<file path="config.mk">
export PLATFORM = sky130hd
export DESIGN_NAME = pipeline_muldiv_flat
export DESIGN_NICKNAME = d
export VERILOG_FILES = /design/src/rtl/pipeline_muldiv_if.sv /design/src/rtl/pipeline_muldiv.sv /design/src/flat_wrapper.sv
export SDC_FILE = /design/constraint.sdc
export NUM_CORES = 1
export LEC_CHECK = 0
export ABC_CLOCK_PERIOD_IN_PS = 10400
export CAP_MARGIN = 30
export CORE_ASPECT_RATIO = 1.1
export CORE_MARGIN = 2
export CORE_UTILIZATION = 50
export CTS_CLUSTER_DIAMETER = 100
export DETAILED_ROUTE_END_ITERATION = 8
export GPL_TIMING_DRIVEN = 0
export PLACE_DENSITY = 0.68
export SLEW_MARGIN = 20
export SYNTH_ARGS = -nofsm -noshare
export SYNTH_HDL_FRONTEND = slang
export SYNTH_SLANG_ARGS = --single-unit
</file>
<file path="constraint.sdc">
create_clock -name clk -period 10.4 [get_ports clk]
set_input_delay 2.08 -clock clk [delete_from_list [all_inputs] [get_ports clk]]
set_output_delay 2.08 -clock clk [all_outputs]
set_load 0.005 [all_outputs]
</file>
<file path="src/rtl/pipeline_muldiv_if.sv">
// Request/result bundle between the ALU stage (master) and the
// multiply/divide back end (slave).
interface pipeline_muldiv_if #(
    parameter int WIDTH = 32
);
    logic             op_valid;
    logic             op_ready;
    logic [5:0]       op;
    logic [WIDTH-1:0] a0;
    logic [WIDTH-1:0] a1;
    logic             flush;
    logic [WIDTH-1:0] hi;
    logic [WIDTH-1:0] lo;
    logic             busy;
    logic             done;
    logic             div_by_zero;

    modport master (
        output op_valid, op, a0, a1, flush,
        input  op_ready, hi, lo, busy, done, div_by_zero
    );

    modport slave (
        input  op_valid, op, a0, a1, flush,
        output op_ready, hi, lo, busy, done, div_by_zero
    );
endinterface

</file>
<file path="src/rtl/pipeline_muldiv.sv">
// Multi-cycle multiply/divide unit owning HI/LO (radix-2^STEP_BITS shift-add
// multiply, restoring divide). Define MULDIV_DIV_EN to build in the divider.
module pipeline_muldiv #(
    parameter int WIDTH     = 32,
    parameter int STEP_BITS = 2
) (
    input  logic             clk,
    input  logic             rst,
    pipeline_muldiv_if.slave bus
);
    localparam int K  = WIDTH / STEP_BITS;
    localparam int CW = $clog2(WIDTH + 1);
    localparam int PW = WIDTH + STEP_BITS;

    localparam logic [5:0] OP_MULT  = 6'b000100;
    localparam logic [5:0] OP_MTHI  = 6'b000101;
    localparam logic [5:0] OP_MTLO  = 6'b000110;
    localparam logic [5:0] OP_MULTU = 6'b000111;
`ifdef MULDIV_DIV_EN
    localparam logic [5:0] OP_DIV   = 6'b001000;
    localparam logic [5:0] OP_DIVU  = 6'b001001;
`endif

    typedef enum logic [1:0] {
        S_IDLE = 2'd0,
        S_MUL  = 2'd1,
`ifdef MULDIV_DIV_EN
        S_DIV  = 2'd2,
`endif
        S_FIX  = 2'd3
    } state_e;

    function automatic logic [WIDTH-1:0] magnitude(input logic [WIDTH-1:0] v,
                                                   input logic is_signed);
        logic [WIDTH-1:0] m;
        if (is_signed && v[WIDTH-1]) begin
            m = {WIDTH{1'b0}} - v;
        end else begin
            m = v;
        end
        return m;
    endfunction

    state_e             state_q, state_d;
    logic [CW-1:0]      cnt_q, cnt_d;
    logic [2*WIDTH-1:0] prod_q, prod_d;
    logic [WIDTH-1:0]   opb_q, opb_d;
    logic               mul_q, mul_d;
    logic               neg_hi_q, neg_hi_d;
    logic               neg_lo_q, neg_lo_d;
    logic [WIDTH-1:0]   hi_q, hi_d;
    logic [WIDTH-1:0]   lo_q, lo_d;
    logic               busy_q, busy_d;
    logic               done_q, done_d;
    logic               dbz_q, dbz_d;

    logic               op_ready_s;
    logic               accept_s;
    logic               op_signed_s;
    logic [PW-1:0]      pp_s;
    logic [PW-1:0]      upper_s;
    logic [2*WIDTH-1:0] full_neg_s;
`ifdef MULDIV_DIV_EN
    logic [WIDTH:0]     sh_s;
    logic [WIDTH:0]     diff_s;
`endif

    assign op_ready_s      = (state_q == S_IDLE) && !bus.flush && !rst;
    assign accept_s        = bus.op_valid && op_ready_s;
    assign bus.op_ready    = op_ready_s;
    assign bus.hi          = hi_q;
    assign bus.lo          = lo_q;
    assign bus.busy        = busy_q;
    assign bus.done        = done_q;
`ifdef MULDIV_DIV_EN
    assign op_signed_s     = (bus.op == OP_MULT) || (bus.op == OP_DIV);
    assign bus.div_by_zero = dbz_q;
`else
    assign op_signed_s     = (bus.op == OP_MULT);
    assign bus.div_by_zero = 1'b0;
`endif

    // Next-state and datapath: one multiply digit or one quotient bit per cycle.
    always_comb begin
        state_d  = state_q;
        cnt_d    = cnt_q;
        prod_d   = prod_q;
        opb_d    = opb_q;
        mul_d    = mul_q;
        neg_hi_d = neg_hi_q;
        neg_lo_d = neg_lo_q;
        hi_d     = hi_q;
        lo_d     = lo_q;
        done_d   = 1'b0;
        dbz_d    = 1'b0;

        pp_s       = {{STEP_BITS{1'b0}}, opb_q} * {{WIDTH{1'b0}}, prod_q[STEP_BITS-1:0]};
        upper_s    = {{STEP_BITS{1'b0}}, prod_q[2*WIDTH-1:WIDTH]} + pp_s;
        full_neg_s = {(2*WIDTH){1'b0}} - prod_q;
`ifdef MULDIV_DIV_EN
        sh_s       = {prod_q[2*WIDTH-1:WIDTH], prod_q[WIDTH-1]};
        diff_s     = sh_s - {1'b0, opb_q};
`endif

        case (state_q)
            S_IDLE: begin
                if (accept_s) begin
                    case (bus.op)
                        OP_MTHI: begin
                            hi_d   = bus.a0;
                            done_d = 1'b1;
                        end
                        OP_MTLO: begin
                            lo_d   = bus.a0;
                            done_d = 1'b1;
                        end
                        OP_MULT, OP_MULTU: begin
                            prod_d   = {{WIDTH{1'b0}}, magnitude(bus.a1, op_signed_s)};
                            opb_d    = magnitude(bus.a0, op_signed_s);
                            mul_d    = 1'b1;
                            neg_lo_d = op_signed_s && (bus.a0[WIDTH-1] ^ bus.a1[WIDTH-1]);
                            neg_hi_d = op_signed_s && (bus.a0[WIDTH-1] ^ bus.a1[WIDTH-1]);
                            cnt_d    = CW'(K - 1);
                            state_d  = S_MUL;
                        end
`ifdef MULDIV_DIV_EN
                        OP_DIV, OP_DIVU: begin
                            if (bus.a1 == {WIDTH{1'b0}}) begin
                                hi_d   = bus.a0;
                                lo_d   = {WIDTH{1'b1}};
                                done_d = 1'b1;
                                dbz_d  = 1'b1;
                            end else begin
                                prod_d   = {{WIDTH{1'b0}}, magnitude(bus.a0, op_signed_s)};
                                opb_d    = magnitude(bus.a1, op_signed_s);
                                mul_d    = 1'b0;
                                // quotient sign from both operands, remainder follows dividend
                                neg_lo_d = op_signed_s && (bus.a0[WIDTH-1] ^ bus.a1[WIDTH-1]);
                                neg_hi_d = op_signed_s && bus.a0[WIDTH-1];
                                cnt_d    = CW'(WIDTH - 1);
                                state_d  = S_DIV;
                            end
                        end
`endif
                        default: begin
                            done_d = 1'b1;
                        end
                    endcase
                end else begin
                    state_d = S_IDLE;
                end
            end
            S_MUL: begin
                if (bus.flush) begin
                    state_d = S_IDLE;
                end else begin
                    prod_d = {upper_s, prod_q[WIDTH-1:STEP_BITS]};
                    if (cnt_q == {CW{1'b0}}) begin
                        state_d = S_FIX;
                    end else begin
                        cnt_d = cnt_q - CW'(1);
                    end
                end
            end
`ifdef MULDIV_DIV_EN
            S_DIV: begin
                if (bus.flush) begin
                    state_d = S_IDLE;
                end else begin
                    if (!diff_s[WIDTH]) begin
                        prod_d = {diff_s[WIDTH-1:0], prod_q[WIDTH-2:0], 1'b1};
                    end else begin
                        prod_d = {sh_s[WIDTH-1:0], prod_q[WIDTH-2:0], 1'b0};
                    end
                    if (cnt_q == {CW{1'b0}}) begin
                        state_d = S_FIX;
                    end else begin
                        cnt_d = cnt_q - CW'(1);
                    end
                end
            end
`endif
            S_FIX: begin
                state_d = S_IDLE;
                if (bus.flush) begin
                    done_d = 1'b0;
                end else if (mul_q) begin
                    hi_d   = neg_lo_q ? full_neg_s[2*WIDTH-1:WIDTH] : prod_q[2*WIDTH-1:WIDTH];
                    lo_d   = neg_lo_q ? full_neg_s[WIDTH-1:0] : prod_q[WIDTH-1:0];
                    done_d = 1'b1;
                end else begin
                    hi_d   = neg_hi_q ? ({WIDTH{1'b0}} - prod_q[2*WIDTH-1:WIDTH])
                                      : prod_q[2*WIDTH-1:WIDTH];
                    lo_d   = neg_lo_q ? ({WIDTH{1'b0}} - prod_q[WIDTH-1:0])
                                      : prod_q[WIDTH-1:0];
                    done_d = 1'b1;
                end
            end
            default: begin
                state_d = S_IDLE;
            end
        endcase

        busy_d = (state_d != S_IDLE);
    end

    // State and output registers with synchronous reset.
    always_ff @(posedge clk) begin
        if (rst) begin
            state_q  <= S_IDLE;
            cnt_q    <= {CW{1'b0}};
            prod_q   <= {(2*WIDTH){1'b0}};
            opb_q    <= {WIDTH{1'b0}};
            mul_q    <= 1'b0;
            neg_hi_q <= 1'b0;
            neg_lo_q <= 1'b0;
            hi_q     <= {WIDTH{1'b0}};
            lo_q     <= {WIDTH{1'b0}};
            busy_q   <= 1'b0;
            done_q   <= 1'b0;
            dbz_q    <= 1'b0;
        end else begin
            state_q  <= state_d;
            cnt_q    <= cnt_d;
            prod_q   <= prod_d;
            opb_q    <= opb_d;
            mul_q    <= mul_d;
            neg_hi_q <= neg_hi_d;
            neg_lo_q <= neg_lo_d;
            hi_q     <= hi_d;
            lo_q     <= lo_d;
            busy_q   <= busy_d;
            done_q   <= done_d;
            dbz_q    <= dbz_d;
        end
    end
endmodule

</file>
<file path="src/flat_wrapper.sv">
// flat-port wrapper written by rule: the top's interface ports become plain ports
module pipeline_muldiv_flat 
#(
    parameter int WIDTH     = 32,
    parameter int STEP_BITS = 2
)
  (clk, rst, bus_op_valid, bus_op, bus_a0, bus_a1, bus_flush, bus_op_ready, bus_hi, bus_lo, bus_busy, bus_done, bus_div_by_zero);
  pipeline_muldiv_if #(.WIDTH(WIDTH)) bus_i ();
  input  logic clk;
  input  logic rst;
  input wire logic [$bits(bus_i.op_valid)-1:0] bus_op_valid;
  input wire logic [$bits(bus_i.op)-1:0] bus_op;
  input wire logic [$bits(bus_i.a0)-1:0] bus_a0;
  input wire logic [$bits(bus_i.a1)-1:0] bus_a1;
  input wire logic [$bits(bus_i.flush)-1:0] bus_flush;
  output wire logic [$bits(bus_i.op_ready)-1:0] bus_op_ready;
  output wire logic [$bits(bus_i.hi)-1:0] bus_hi;
  output wire logic [$bits(bus_i.lo)-1:0] bus_lo;
  output wire logic [$bits(bus_i.busy)-1:0] bus_busy;
  output wire logic [$bits(bus_i.done)-1:0] bus_done;
  output wire logic [$bits(bus_i.div_by_zero)-1:0] bus_div_by_zero;
  assign bus_i.op_valid = bus_op_valid;
  assign bus_i.op = bus_op;
  assign bus_i.a0 = bus_a0;
  assign bus_i.a1 = bus_a1;
  assign bus_i.flush = bus_flush;
  assign bus_op_ready = bus_i.op_ready;
  assign bus_hi = bus_i.hi;
  assign bus_lo = bus_i.lo;
  assign bus_busy = bus_i.busy;
  assign bus_done = bus_i.done;
  assign bus_div_by_zero = bus_i.div_by_zero;
  pipeline_muldiv #(.WIDTH(WIDTH), .STEP_BITS(STEP_BITS)) u_core (.clk(clk), .rst(rst), .bus(bus_i));
endmodule
</file>
==> impl_metrics.env, run 1 <==
export IMPL_r2r_end="u_core.prod_q[63]"
export IMPL_wl_um=46700
export IMPL_crit_path_max_fanout=10
export IMPL_cts_made_buffers=17
export IMPL_cts_sinks=172
export IMPL_vdd_drop_max_mv=0.0760
export IMPL_outcome="completed"
export IMPL_ys_seq_elements=172
export IMPL_critPathLaunchType="input pin"
export IMPL_drive_gt1_share_pct=3.97
export IMPL_diodes=0
export IMPL_post_drt_via_cell_ratio=6.01
export IMPL_slew_violations=0
export IMPL_grt_max_degree=21
export IMPL_clock_latency_ns=0.46
export IMPL_gr_total_overflow=0
export IMPL_core_area_um2=24500
export IMPL_root_buffer="clkbuf_16"
export IMPL_avgSynthCellArea_um2=7.55
export IMPL_synth_edf_count=0
export IMPL_fmax_mhz=153
export IMPL_r2r_cells=13
export IMPL_rows=60
export IMPL_syn_area_um2=12600
export IMPL_port_buffers=140
export IMPL_die_w_um=155
export IMPL_area_growth_pct=19.3
export IMPL_synth_area_top_cells="dfxtp_1 27%, nand2_1 6.5%, nor2_1 5.6%, xnor2_1 5.4%, a21oi_1 5.2%"
export IMPL_initial_core_util_pct=51.1
export IMPL_final_hold_viol_count=0
export IMPL_cts_max_level=4
export IMPL_io_pins=142
export IMPL_postCtsSetupBuffers=0
export IMPL_worstMarginPinSlew_ns=0.966
export IMPL_rrSetupSlack_ns=5.43
export IMPL_postCtsHoldBufs=0
export IMPL_post_synth_top_area_cell="dfxtp_1"
export IMPL_p_per_area_nw_per_um2=97.4
export IMPL_power_mw=1.46
export IMPL_place_congestion=1.03
export IMPL_yosysMostFrequentCell="nand2_1"
export IMPL_worstSetupStartpoint="rst"
export IMPL_setup_viol=0
export IMPL_crit_arrival_ns=4.46
export IMPL_min_delay_start="u_core.bus.hi[16]"
export IMPL_cp_end_kind="primary output"
export IMPL_r2r_start="u_core.prod_q[0]"
export IMPL_tns_ns=0
export IMPL_via_count=12915
export IMPL_required_ns=8.32
export IMPL_synth_net_count=1811
export IMPL_grt_pass1_wl_um=70600
export IMPL_seq_area_frac_synth_pct=27.4
export IMPL_leakagePower_nw=5.66
export IMPL_critPathKind="in2out"
export IMPL_yosys_top_cells_count="219 x nand2_1, 187 x nor2_1, 172 x dfxtp_1"
export IMPL_max_slew_margin_pct=34.7
export IMPL_cts_tree="done"
export IMPL_grt_busiest_layer="met2"
export IMPL_drt_iter0_drc=1198
export IMPL_antenna_found_initial=0
export IMPL_die_h_um=170
export IMPL_layout_nets=1973
export IMPL_hold_path_class="reg2reg"
export IMPL_syn_instance_count=1663
export IMPL_async_flop_share_pct=0
export IMPL_grt_use_met2_pct=62.6
export IMPL_post_drt_wl_per_cell_um=21.7
export IMPL_synth_top_area_share_pct=27.4
export IMPL_firstDrtPassIters=6
export IMPL_fin_crit_sh_pct=62.9
export IMPL_die_area_um2=26400
export IMPL_track_usage_pct=35.2
export IMPL_cap_viol_max_count=0
export IMPL_holdPathEnd="u_core.bus.hi[16]"
export IMPL_drcViolationCount=0
export IMPL_ant_nets=0
export IMPL_use_met3_pct=5.17
export IMPL_grt_pass1_vias=12272
export IMPL_layout_min_cycle_time_ns=6.54
export IMPL_netlist_cell_type_count=78
export IMPL_hold_path_depth=2
export IMPL_yosysWarnings=0
export IMPL_rsz0062_at_grt="false"
export IMPL_ctsResizeCount=0
export IMPL_cts_buffer_depth=2
export IMPL_cts_clk_slew_worst_paths_ns=0.08
export IMPL_skew_ns=0.0142
export IMPL_gr_usage_met1_pct=40.6
export IMPL_dp_hpwl_um=37800
export IMPL_yosys_most_used_dff="dfxtp_1"
worst max-delay path by stage:
stage                        end  slack, ns
finish              bus_op_ready       3.86
global route        bus_op_ready       3.79
CTS                 bus_op_ready       3.96
detailed placement  bus_op_ready       3.96
global placement    bus_op_ready       3.95
floorplan           bus_op_ready       5.61
cell families (layout without fill, tap and decap cells):
group                      Yosys count  count (layout)  synth area share (%)
and+or+nand+nor                    579             579                  21.4
AOI/OAI and AO/OA                  456             456                  23.8
buffers and inverters              221             396                  6.73
DFF                                172             172                  27.4
xor gates and xnor gates           146             146                  10.2
adders and majority gates           74              74                  9.29
muxes                               14              14                  1.15
other                                1               1                0.0299
routing by layer:
metal	routed length, um	up-vias
met3	3190	148
li1	-	6116
met5	0	-
met4	2740	0
met2	22700	601
met1	18000	6050
flip-flops by register name, summed over array words and instances, names as in the netlist:
register	cells
u_core.cnt_q	6
u_core.neg_hi_q	1
u_core.state_q	2
u_core.mul_q	1
u_core.bus.lo	32
u_core.prod_q	64
u_core.opb_q	32
u_core.bus.busy	1
u_core.bus.hi	32
u_core.bus.done	1
power by group:
group	switching, mW	leakage, nW	internal (mW)
clock	0.351	0.301	0.329
sequential	0.00263	1.39	0.660
combinational	0.0680	3.98	0.0485
total	0.421	5.66	1.04
worst max-delay path: stages:
cell	delay, ns
clkdlybuf4s50_1	0.64
clkbuf_1	0.48
clkbuf_1	0.68
nor3b_1	0.10
clkdlybuf4s50_1	0.48
per-stage QoR:
stage | util, % | hold WS [ns] | worst slack, ns | area (um2) | std cells
final | 61.0 | 0.481 | 3.86 | 15000 | 2148
after global routing | 61.0 | 0.503 | 3.79 | 15000 | 2148
after CTS | 61.0 | 0.478 | 3.96 | 15000 | 2147
after detailed placement | 58.5 | 0.465 | 3.96 | 14400 | 2115
after global placement | 58.4 | 0.450 | 3.95 | 14300 | 2113
after floorplan | - | 0.434 | 5.61 | 12600 | 1663
layout by cell type, fill, tap and decap left out, drive strengths merged, types with 10 or more instances in the layout:
master and instances:
and3 12, inv 125, a21oi 130, a211oi 77
dfxtp 172, nand2 219, nand4 15, fa 32
xor2 68, or4 20, buf 14, xnor2 78
a221oi 17, o41ai 16, clkbuf 107, o21ai 103
a31oi 16, nor2 188, nand3 27, o31ai 29
and2 10, mux2i 11, clkdlybuf4s50 140, a21o 14
clkinv 10, nor3 25, ha 42
final cells by class:
class	count	area (um2)
fillers	2362	9570
flip-flops and latches	172	3440
clock buffers	17	425
repair buffers	143	1420
well taps	310	388
inverters	120	450
multi-input cells	1270	8270
plain buffers	101	394
clock inverters	15	193
No activity file was read; power rests on OpenSTA's default activity.
==> run 2: changes to the inputs <==
--- a/config.mk
+++ b/config.mk
@@ -5,7 +5,7 @@
 export SDC_FILE = /design/constraint.sdc
 export NUM_CORES = 1
 export LEC_CHECK = 0
-export ABC_CLOCK_PERIOD_IN_PS = 10400
+export ABC_CLOCK_PERIOD_IN_PS = 6800
 export CAP_MARGIN = 30
 export CORE_ASPECT_RATIO = 1.1
 export CORE_MARGIN = 2
==> constraint.sdc (replaced) <==
create_clock -name clk -period 6.8 [get_ports clk]
set_input_delay 1.36 -clock clk [delete_from_list [all_inputs] [get_ports clk]]
set_output_delay 1.36 -clock clk [all_outputs]
set_load 0.005 [all_outputs]
==> results of run 2 <==
Same layout as run 1 (identical final DEF). Status: completed.
Main changes from that run: setup slack after placement 3.96 ns -> 1.68 ns; setup slack after layout 3.86 ns -> 1.70 ns; register-to-register setup slack 5.43 ns -> 1.83 ns; total power 1.46 mW -> 2.23 mW; worst IR drop on VDD 0.0760 mV -> 0.116 mV
